--- src/rtl/thumbs_pkg.sv ---
// Shared lane state type, widths and the saturating counter helper for auto_thumbs.
package thumbs_pkg;

    localparam int unsigned NUM_LANES = 4;
    localparam int unsigned COL_W     = 5;
    localparam int unsigned CNT_W     = 8;
    localparam int unsigned TMR_W     = 4;
    localparam int unsigned INC_W     = $clog2(NUM_LANES + 1);

    typedef enum logic [1:0] {
        IDLE,
        WAIT,
        PRESS,
        GAP
    } lane_state_t;

    // Add a per-cycle increment to a counter, clamping at all-ones.
    function automatic logic [CNT_W-1:0] sat_add(input logic [CNT_W-1:0] base,
                                                 input logic [INC_W-1:0] inc);
        logic [CNT_W:0] sum;
        sum = {1'b0, base} + (CNT_W + 1)'(inc);
        return sum[CNT_W] ? {CNT_W{1'b1}} : sum[CNT_W-1:0];
    endfunction

endpackage

--- src/rtl/auto_lane.sv ---
// One autoplay lane: rising-edge note detect, hit delay, key press and release gap.
module auto_lane
    import thumbs_pkg::*;
#(
    parameter int unsigned HIT_DELAY    = 1,
    parameter int unsigned PRESS_CYCLES = 2,
    parameter int unsigned GAP_CYCLES   = 1
) (
    input  logic clk,
    input  logic rst_n,
    input  logic enable,
    input  logic skip,
    input  logic col_bit,
    output logic key_n,
    output logic busy,
    output logic press,
    output logic drop
);

    localparam logic [TMR_W-1:0] PRESS_LOAD  = TMR_W'(PRESS_CYCLES - 1);
    localparam logic [TMR_W-1:0] GAP_LOAD    = TMR_W'(GAP_CYCLES - 1);
    localparam logic [TMR_W-1:0] WAIT_LOAD   = TMR_W'((HIT_DELAY == 0) ? 0 : HIT_DELAY - 1);
    localparam bit               DIRECT      = (HIT_DELAY == 0);
    localparam lane_state_t      START_STATE = DIRECT ? PRESS : WAIT;
    localparam logic [TMR_W-1:0] START_LOAD  = DIRECT ? PRESS_LOAD : WAIT_LOAD;

    lane_state_t      state;
    logic [TMR_W-1:0] timer;
    logic             prev;
    logic             note_edge;
    logic             pending;
    logic             note_c;
    logic             gap_done_c;
    logic             launch_c;
    logic             queue_c;
    logic             drop_c;

    // A note arriving on the last gap cycle starts straight away instead of queueing.
    always_comb begin
        note_c     = note_edge && enable && !skip;
        gap_done_c = (state == GAP) && (timer == '0);
        launch_c   = ((state == IDLE) && note_c) ||
                     (gap_done_c && enable && (pending || note_c));
        queue_c    = note_c && (state != IDLE) && !gap_done_c;
        drop_c     = note_c && pending && (state != IDLE);
    end

    always_ff @(posedge clk or negedge rst_n) begin
        if (!rst_n) begin
            state     <= IDLE;
            timer     <= '0;
            prev      <= 1'b0;
            note_edge <= 1'b0;
            pending   <= 1'b0;
            key_n     <= 1'b1;
            busy      <= 1'b0;
            press     <= 1'b0;
            drop      <= 1'b0;
        end else begin
            prev      <= col_bit;
            note_edge <= col_bit && !prev;
            press     <= 1'b0;
            drop      <= drop_c;

            if (!enable || gap_done_c) begin
                pending <= 1'b0;
            end else if (queue_c) begin
                pending <= 1'b1;
            end

            if (launch_c) begin
                state <= START_STATE;
                timer <= START_LOAD;
                key_n <= !DIRECT;
                press <= DIRECT;
                busy  <= 1'b1;
            end else begin
                case (state)
                    WAIT: begin
                        if (!enable) begin
                            state <= IDLE;
                            busy  <= 1'b0;
                        end else if (timer == '0) begin
                            state <= PRESS;
                            timer <= PRESS_LOAD;
                            key_n <= 1'b0;
                            press <= 1'b1;
                        end else begin
                            timer <= timer - TMR_W'(1);
                        end
                    end
                    PRESS: begin
                        if (timer == '0) begin
                            state <= GAP;
                            timer <= GAP_LOAD;
                            key_n <= 1'b1;
                        end else begin
                            timer <= timer - TMR_W'(1);
                        end
                    end
                    GAP: begin
                        if (timer == '0) begin
                            state <= IDLE;
                            busy  <= 1'b0;
                        end else begin
                            timer <= timer - TMR_W'(1);
                        end
                    end
                    default: ;
                endcase
            end
        end
    end

endmodule

--- src/rtl/auto_thumbs.sv ---
// Four-lane rhythm-game autoplayer driving active-low keys, with press/drop counters.
// Build option AUTO_THUMBS_MISS_EN adds an 8-bit LFSR that makes lanes skip some notes.
module auto_thumbs
    import thumbs_pkg::*;
#(
    parameter int unsigned HIT_DELAY    = 1,
    parameter int unsigned PRESS_CYCLES = 2,
    parameter int unsigned GAP_CYCLES   = 1
) (
    input  logic                 clk,
    input  logic                 rst_n,
    input  logic                 enable,
    input  logic [COL_W-1:0]     column1,
    input  logic [COL_W-1:0]     column2,
    input  logic [COL_W-1:0]     column3,
    input  logic [COL_W-1:0]     column4,
    output logic [NUM_LANES-1:0] keys_n,
    output logic [CNT_W-1:0]     press_count,
    output logic [CNT_W-1:0]     drop_count,
    output logic                 busy
);

    logic [NUM_LANES-1:0] col_bits;
    logic [NUM_LANES-1:0] lane_busy;
    logic [NUM_LANES-1:0] lane_press;
    logic [NUM_LANES-1:0] lane_drop;
    logic [INC_W-1:0]     press_inc_c;
    logic [INC_W-1:0]     drop_inc_c;
    logic                 skip_c;
    logic                 unused_cols;

    // Only the target row of each column matters; the rest of the LED column is ignored.
    assign col_bits    = {column4[0], column3[0], column2[0], column1[0]};
    assign unused_cols = ^{column1[COL_W-1:1], column2[COL_W-1:1],
                           column3[COL_W-1:1], column4[COL_W-1:1]};
    assign busy        = |lane_busy;

`ifdef AUTO_THUMBS_MISS_EN
    logic [7:0] lfsr;

    // x^8 + x^6 + x^5 + x^4 + 1, free-running from reset.
    always_ff @(posedge clk or negedge rst_n) begin
        if (!rst_n) begin
            lfsr <= 8'h01;
        end else begin
            lfsr <= {lfsr[6:0], lfsr[7] ^ lfsr[5] ^ lfsr[4] ^ lfsr[3]};
        end
    end

    assign skip_c = (lfsr[2:0] == 3'b000);
`else
    assign skip_c = 1'b0;
`endif

    for (genvar i = 0; i < NUM_LANES; i++) begin : g_lane
        auto_lane #(
            .HIT_DELAY   (HIT_DELAY),
            .PRESS_CYCLES(PRESS_CYCLES),
            .GAP_CYCLES  (GAP_CYCLES)
        ) u_lane (
            .clk    (clk),
            .rst_n  (rst_n),
            .enable (enable),
            .skip   (skip_c),
            .col_bit(col_bits[i]),
            .key_n  (keys_n[i]),
            .busy   (lane_busy[i]),
            .press  (lane_press[i]),
            .drop   (lane_drop[i])
        );
    end

    always_comb begin
        press_inc_c = '0;
        drop_inc_c  = '0;
        for (int unsigned i = 0; i < NUM_LANES; i++) begin
            press_inc_c = press_inc_c + INC_W'(lane_press[i]);
            drop_inc_c  = drop_inc_c + INC_W'(lane_drop[i]);
        end
    end

    always_ff @(posedge clk or negedge rst_n) begin
        if (!rst_n) begin
            press_count <= '0;
            drop_count  <= '0;
        end else begin
            press_count <= sat_add(press_count, press_inc_c);
            drop_count  <= sat_add(drop_count, drop_inc_c);
        end
    end

endmodule

--- config.mk ---
export PLATFORM = sky130hd
export DESIGN_NAME = auto_thumbs
export DESIGN_NICKNAME = d
export VERILOG_FILES = /design/src/rtl/thumbs_pkg.sv /design/src/rtl/auto_lane.sv /design/src/rtl/auto_thumbs.sv
export SDC_FILE = /design/constraint.sdc
export NUM_CORES = 1
export LEC_CHECK = 0
export CELL_PAD_IN_SITES_DETAIL_PLACEMENT = 0
export CELL_PAD_IN_SITES_GLOBAL_PLACEMENT = 1
export CORE_UTILIZATION = 44
export CTS_CLUSTER_DIAMETER = 40
export DETAILED_ROUTE_END_ITERATION = 7
export PLACE_DENSITY_LB_ADDON = 0.08
export SYNTH_ARGS = -nofsm -noshare
export SYNTH_HDL_FRONTEND = slang
export SYNTH_SLANG_ARGS = --single-unit
--- constraint.sdc ---
create_clock -name clk -period 2.5 [get_ports clk]
set_input_delay 0.5 -clock clk [delete_from_list [all_inputs] [get_ports clk]]
set_output_delay 0.5 -clock clk [all_outputs]
set_load 0.05 [all_outputs]
==> Yosys cells after proc, flatten, opt, wreduce, memory -nomap -nowiden <==
Cells that the tools add are included.
{ "classes": {"n_mux": 103, "n_reduce_logical": 106, "add_sub_neg": 12, "eq_ne": 40} }
{ "ops": {"columns": ["cell", "n"], "rows": [
  ["2-to-1 mux 4 bit", 20],
  ["inequality test 3 x 2 -> 1 bit (second input constant)", 16],
  ["case mux 4 bit (3 select lines)", 4],
  ["2-to-1 mux 1 bit", 45],
  ["logical AND 1 bit", 40],
  ["2-to-1 mux 2 bit", 20],
  ["AND reduction 4 bit", 8],
  ["inequality test 3 x 1 -> 1 bit (second input constant)", 8],
  ["case mux 2 bit (3 select lines)", 4],
  ["AND reduction 3 bit", 8],
  ["nonzero test 3 bit", 8],
  ["adder 8 x 3 -> 9 bit", 2],
  ["== test 2 bit (second input constant)", 8],
  ["logical NOT 4 bit", 4],
  ["2-to-1 mux 8 bit", 2],
  ["inequality test 4 x 2 -> 1 bit (second input constant)", 4],
  ["case mux 1 bit (2 select lines)", 8],
  ["nonzero test 2 bit", 8],
  ["nonzero test 4 bit", 4],
  ["subtractor 4 x 1 -> 4 bit (second input constant)", 4],
  ["logical OR 1 bit", 12],
  ["logical NOT 1 bit", 9],
  ["== test 2 x 1 -> 1 bit (second input constant)", 4],
  ["logical NOT 2 bit", 4],
  ["4 further kinds", 7]
]} }
{ "totals": {"output_inout_bits": 21, "inputBits": 23, "regBits": 68, "wordCells": 299} }

==> Depth between registers and ports, before layout <==
{ "depth": {"depth_word": 7, "mapped_depth": 9, "ltp_nobuf": 9} }

==> Hierarchy <==
From an unflattened synthesis, not the netlist that was laid out.
{ "unflattened": {"cells_unflattened": 406, "area_unflattened_um2": 4144.0} }
{ "modules_own_cells": {"columns": ["module", "n_inst", "cells_each", "area_per_inst_um2", "seq_area_each_um2"], "rows": [
  ["auto_lane", 4, 81, 813.3, 326.6],
  ["auto_thumbs", 1, 82, 890.9, 400.4]
]} }

==> Worst setup path before layout <==
No wires, ideal clock.
{ "synth_path": {"kind": "reg2reg", "startpoint": "register drop_count[0]", "endpoint": "register drop_count[4]", "required_time_ns": 2.417, "stages_incl_launch_ff": 9, "path_buffers": 0, "synth_period_minus_slack_ns": 2.519, "setup_time_ns": 0.083, "arrival_ns": 2.437, "slack_ns": -0.019, "path_cell_list": "dfrtp_1 > fa_1 > inv_1 > fa_1 > inv_1 > fa_1 > and4_1 > nand4_1 > o21ai_0"} }
{ "synth_between": {"elab_chain_cells": 2} }
{ "synth_lines": {"columns": ["element", "line", "text"], "rows": [
  ["start: declaration", "auto_thumbs.sv:19", "output logic [CNT_W-1:0] drop_count,"],
  ["start signal: assignment", "auto_thumbs.sv:88", "drop_count <= sat_add(drop_count, drop_inc_c);"],
  ["adder 8 x 3 -> 9 bit", "thumbs_pkg.sv:21", "sum = {1'b0, base} + (CNT_W + 1)'(inc);"],
  ["2-to-1 mux 8 bit", "thumbs_pkg.sv:22", "return sum[CNT_W] ? {CNT_W{1'b1}} : sum[CNT_W-1:0];"]
]} }
No other way between the ends.
A chain may end at the register's enable or synchronous reset.

==> Worst setup path after layout <==
{ "layout_path": {"startpoint": "register press_count[0]", "endpoint": "register press_count[7]"} }
{ "layout_between": {"elab_chain_cells": 2} }
{ "layout_lines": {"columns": ["element", "line", "text"], "rows": [
  ["start: declaration", "auto_thumbs.sv:18", "output logic [CNT_W-1:0] press_count,"],
  ["start signal: assignment", "auto_thumbs.sv:87", "press_count <= sat_add(press_count, press_inc_c);"],
  ["adder 8 x 3 -> 9 bit", "thumbs_pkg.sv:21", null],
  ["2-to-1 mux 8 bit", "thumbs_pkg.sv:22", null]
]} }
No other way between the ends.

==> metrics list <==
* Number of H-tree branching levels: 3
- Final setup slack of the worst path: about 130 ps
- Averaged over all synthesized cells, the footprint is around 10 µm².
- For this design, the sink count on the clock tree is 68.
- Dividing the detail-routed wire length by the instance count gives 14.4 µm.
* Initial antenna violation count: 0
- Max FO, Critical Path: 2
- After global routing the overflow that remains totals 0.
- Initial standard-cell utilization of the core: 45.5%
- Once layout is done, the placed cells without fillers occupy 0.00460 mm².
- Most area-hungry cell type in the Yosys netlist: sky130_fd_sc_hd__dfrtp_1
* Post-detailed-placement cell area: ~0.0044 mm²
- At the end of routability-driven placement, the weighted congestion stood at a little under 0.8.
- Register bit total from synthesis: ~70
* Max-capacitance violation count: 0
* Chip height: around 97 µm
- Total vias in the final route: slightly above 3000
- In the final layout, the multi-input gates occupy slightly above 0.002 mm².
- Required time at the endpoint of the critical path: 2720 ps
- Row generation in the floorplan step produced 34 rows.
* Yosys warnings: 0
- Data on the critical path arrives at its endpoint at 2590 ps.
- Remaining design rule violation count: 0
- The number of pins with negative max-slew slack in the final report is 0.
- Detailed-routing iteration count for the pre-antenna-repair pass: 4
- Vias in the first global route: around 3100
* Proportion of synthesized chip area in sequential cells: between 40% and 50%
- 0 antenna diodes ended up in the layout.
* Crit start category: flip-flop
- Class of the most critical setup path: reg2reg
- The worst register-to-register path begins at press_count[0].
* Worst Hold Class: in2async
- Minimum clock period after layout: approximately 2400 ps
- Summed over all cells, the static leakage comes to about 0.0021 µW.
* Setup TNS after final layout: 0 ps
- After filler insertion, the fill cell instance count of the layout stands at about 810.
* Root cell of the clock tree: sky130_fd_sc_hd__clkbuf_8
- Number of enable flip-flop cells after synthesis: 0
- Clk_lat worst skew: between 300 and 400 ps
- Area grow syn2layout: 16.2%
* Die footprint: between 0.009 and 0.01 mm²
* Max transition margin: 65.3%
* Number of violations reported at the end of detailed-routing iteration 0: between 70 and 80
- After synthesis the cells add up to a little under 0.004 mm².
- Area used by sequential logic in the layout: roughly 0.0017 mm²
- Of the cells placed in the final design, the portion with a size suffix greater than 1 is about an eighth.
* CTS hold repair buffers: 0
- Clock-pin slew was measured on the worst setup and hold paths at about 70 ps.
- Critical Path Sink Type: flip-flop
- Upper clock frequency limit: approximately 420 MHz
* Global-route wire length before repair: roughly 14000 µm
- After floorplanning, the core was sized to cover ~0.0087 mm².
* Synth top area cells: sky130_fd_sc_hd__dfrtp_1 (40%), sky130_fd_sc_hd__ha_1 (8.2%), sky130_fd_sc_hd__inv_1 (3.2%), sky130_fd_sc_hd__fa_1 (3.0%), sky130_fd_sc_hd__nand2_1 (2.9%)
* Slack of the worst reg-to-reg path: ~130 ps
* Clk buf depth: 2
* Cell area power density: approximately 1200 mW/mm²
- For the worst flop-to-flop path, the logic depth is 7.
* Hold violation count in the final report: 0
- Ys async rst share: 100%
- All-Layer GR Usage: 18.6%
- The routed design has between 7000 and 8000 µm of wire.
- HPWL after detailed placement: ~5700 µm
- Endpoint of the lowest-slack register-to-register path: press_count[7]
- The floorplan step set the die width to 96.9 µm.
* Number of failing setup endpoints in the final timing report: 0
- Most used standard cell by instance count after synthesis: sky130_fd_sc_hd__dfrtp_1
* Synth top cells by count: sky130_fd_sc_hd__dfrtp_1 (64), sky130_fd_sc_hd__inv_1 (34), sky130_fd_sc_hd__nand2_1 (31)
- For the pin with the worst max-slew slack, the measured transition is between 500 and 600 ps.
* Top-area cell type share of the netlist area: a little over 40%
- The cell count after synthesis came out at 398.
- Synthesis produced a netlist with a net count of 453.
* Worst setup skew after layout: about 11 ps
* Boundary Pins: 44
- Drt via density: 5.47
- Outcome: completed
* ANT nets after route: 0
* Final clock period utilization by the worst path: a little over nine tenths
- Entering global routing, the biggest net connects ~50 pins.
- Timing analysis after detailed placement gives a worst setup slack of roughly 99 ps.
* Final hold slack: between 100 and 150 ps
- In this run, CTS created clock tree buffers numbering 9.
- RSZ-0062 raised after global routing: no
- For this run, the leading register cell type out of synthesis is sky130_fd_sc_hd__dfrtp_1.
* Maximum ir drop on the vdd rail: a little under 0.5 mV
- In the final design database the tool counted around 490 nets.
- Buffers placed on the I/O ports in this run total 27.
* CTS tree: built
* Number of distinct library cells after synthesis: between 60 and 70
-- worst max-delay path, stage by stage (launching register included) --
cell	delay, ps
sky130_fd_sc_hd__dfrtp_1	400
sky130_fd_sc_hd__fa_1	540
sky130_fd_sc_hd__inv_1	50
sky130_fd_sc_hd__fa_1	420
sky130_fd_sc_hd__nor2b_1	160
sky130_fd_sc_hd__o21ai_0	140
sky130_fd_sc_hd__nor3_1	180
sky130_fd_sc_hd__mux2_2	350
-- routing by layer --
layer	vias up	share of wire, %	GRT usage (%)
li1	1518	-	-
met3	5	2.1	3.61
met1	1472	49	24.2
met4	0	0.88	5.63
met5	-	0	0
met2	23	48	31.3
-- cell usage in the layout, fill, tap and decap left out, types with 5 or more instances in the layout --
master / netlist / final
sky130_fd_sc_hd__or4_1: 5 / 5
sky130_fd_sc_hd__ha_1: 26 / 26
sky130_fd_sc_hd__o21ai_1: 6 / 6
sky130_fd_sc_hd__nor2_1: 16 / 16
sky130_fd_sc_hd__buf_4: 5 / 13
sky130_fd_sc_hd__nand2b_1: 6 / 6
sky130_fd_sc_hd__nor3b_1: 5 / 5
sky130_fd_sc_hd__o21ai_0: 20 / 20
sky130_fd_sc_hd__xor2_1: 5 / 5
sky130_fd_sc_hd__o31ai_1: 5 / 5
sky130_fd_sc_hd__o22ai_1: 9 / 9
sky130_fd_sc_hd__and3_1: 9 / 9
sky130_fd_sc_hd__clkdlybuf4s50_1: 0 / 25
sky130_fd_sc_hd__nor2b_1: 13 / 13
sky130_fd_sc_hd__nand3_1: 10 / 9
sky130_fd_sc_hd__nor3_1: 12 / 12
sky130_fd_sc_hd__inv_1: 34 / 33
sky130_fd_sc_hd__clkbuf_8: 0 / 10
sky130_fd_sc_hd__a21oi_1: 21 / 21
sky130_fd_sc_hd__a31oi_1: 7 / 7
sky130_fd_sc_hd__nand2_1: 31 / 31
sky130_fd_sc_hd__dfrtp_1: 64 / 63
-- power by group --
part	switching (µW)	total, µW	internal, µW	leakage (µW)
logic	1640	2950	1300	0.00116
clock network	415	795	381	0.0000889
registers	332	1790	1460	0.000852
-- worst max path at each step --
stage / endpoint / start / cells past startpoint / slack [ps]
2_1_floorplan: press_count[7] / press_count[0] / 7 / 2
3_3_place_gp: press_count[1] / press_count[0] / 9 / 80
3_5_place_dp: press_count[1] / press_count[0] / 9 / 100
4_1_cts: press_count[1] / press_count[0] / 9 / 60
5_1_grt: press_count[1] / press_count[0] / 9 / 9
6_report: press_count[7] / press_count[0] / 7 / 130
-- flip-flops by register name, summed over array words and instances (netlist names), 8 cells and up --
register             count
drop_count               8
g_lane.u_lane.state      8
g_lane.u_lane.timer     16
press_count              8
-- final cells by class --
| cell class | count | share of cell area [%] |
|---|---|---|
| multi-input cells | 284 | 44.8 |
| flip-flops and latches | 68 | 37.1 |
| clock inverters | 5 | 0.598 |
| repair buffers | 42 | 8.72 |
| well taps | 108 | 2.93 |
| clock buffers | 11 | 3.07 |
| inverters | 34 | 2.77 |
-- kinds of logic after synthesis --
| kind of cell | share of synthesized area [%] |
|---|---|
| DFF | 43.1 |
| buffers and inverters | 5.15 |
| muxes | 1.39 |
| AOI/OAI and AO/OA | 19.7 |
| adders and majority gates | 11.2 |
| xor gates and xnor gates | 1.55 |
| and+or+nand+nor | 18.0 |
-- metrics by stage --
stage | instances | utilization (%) | power, µW
2_1_floorplan | 398 | - | 4060
3_3_place_gp | 535 | 50.7 | 4720
3_5_place_dp | 535 | 50.7 | 4780
4_1_cts | 551 | 52.6 | 5600
5_1_grt | 552 | 52.8 | 6060
6_report | 552 | 52.8 | 5540
-- repair_timing --
item | 4_1_cts | 5_1_grt
resized for setup | 1 | 4
endpoints found under the setup margin | 1 | 11
pin swaps | 0 | 1
setup buffers | 0 | 1
(Power assumes the default switching activity.)
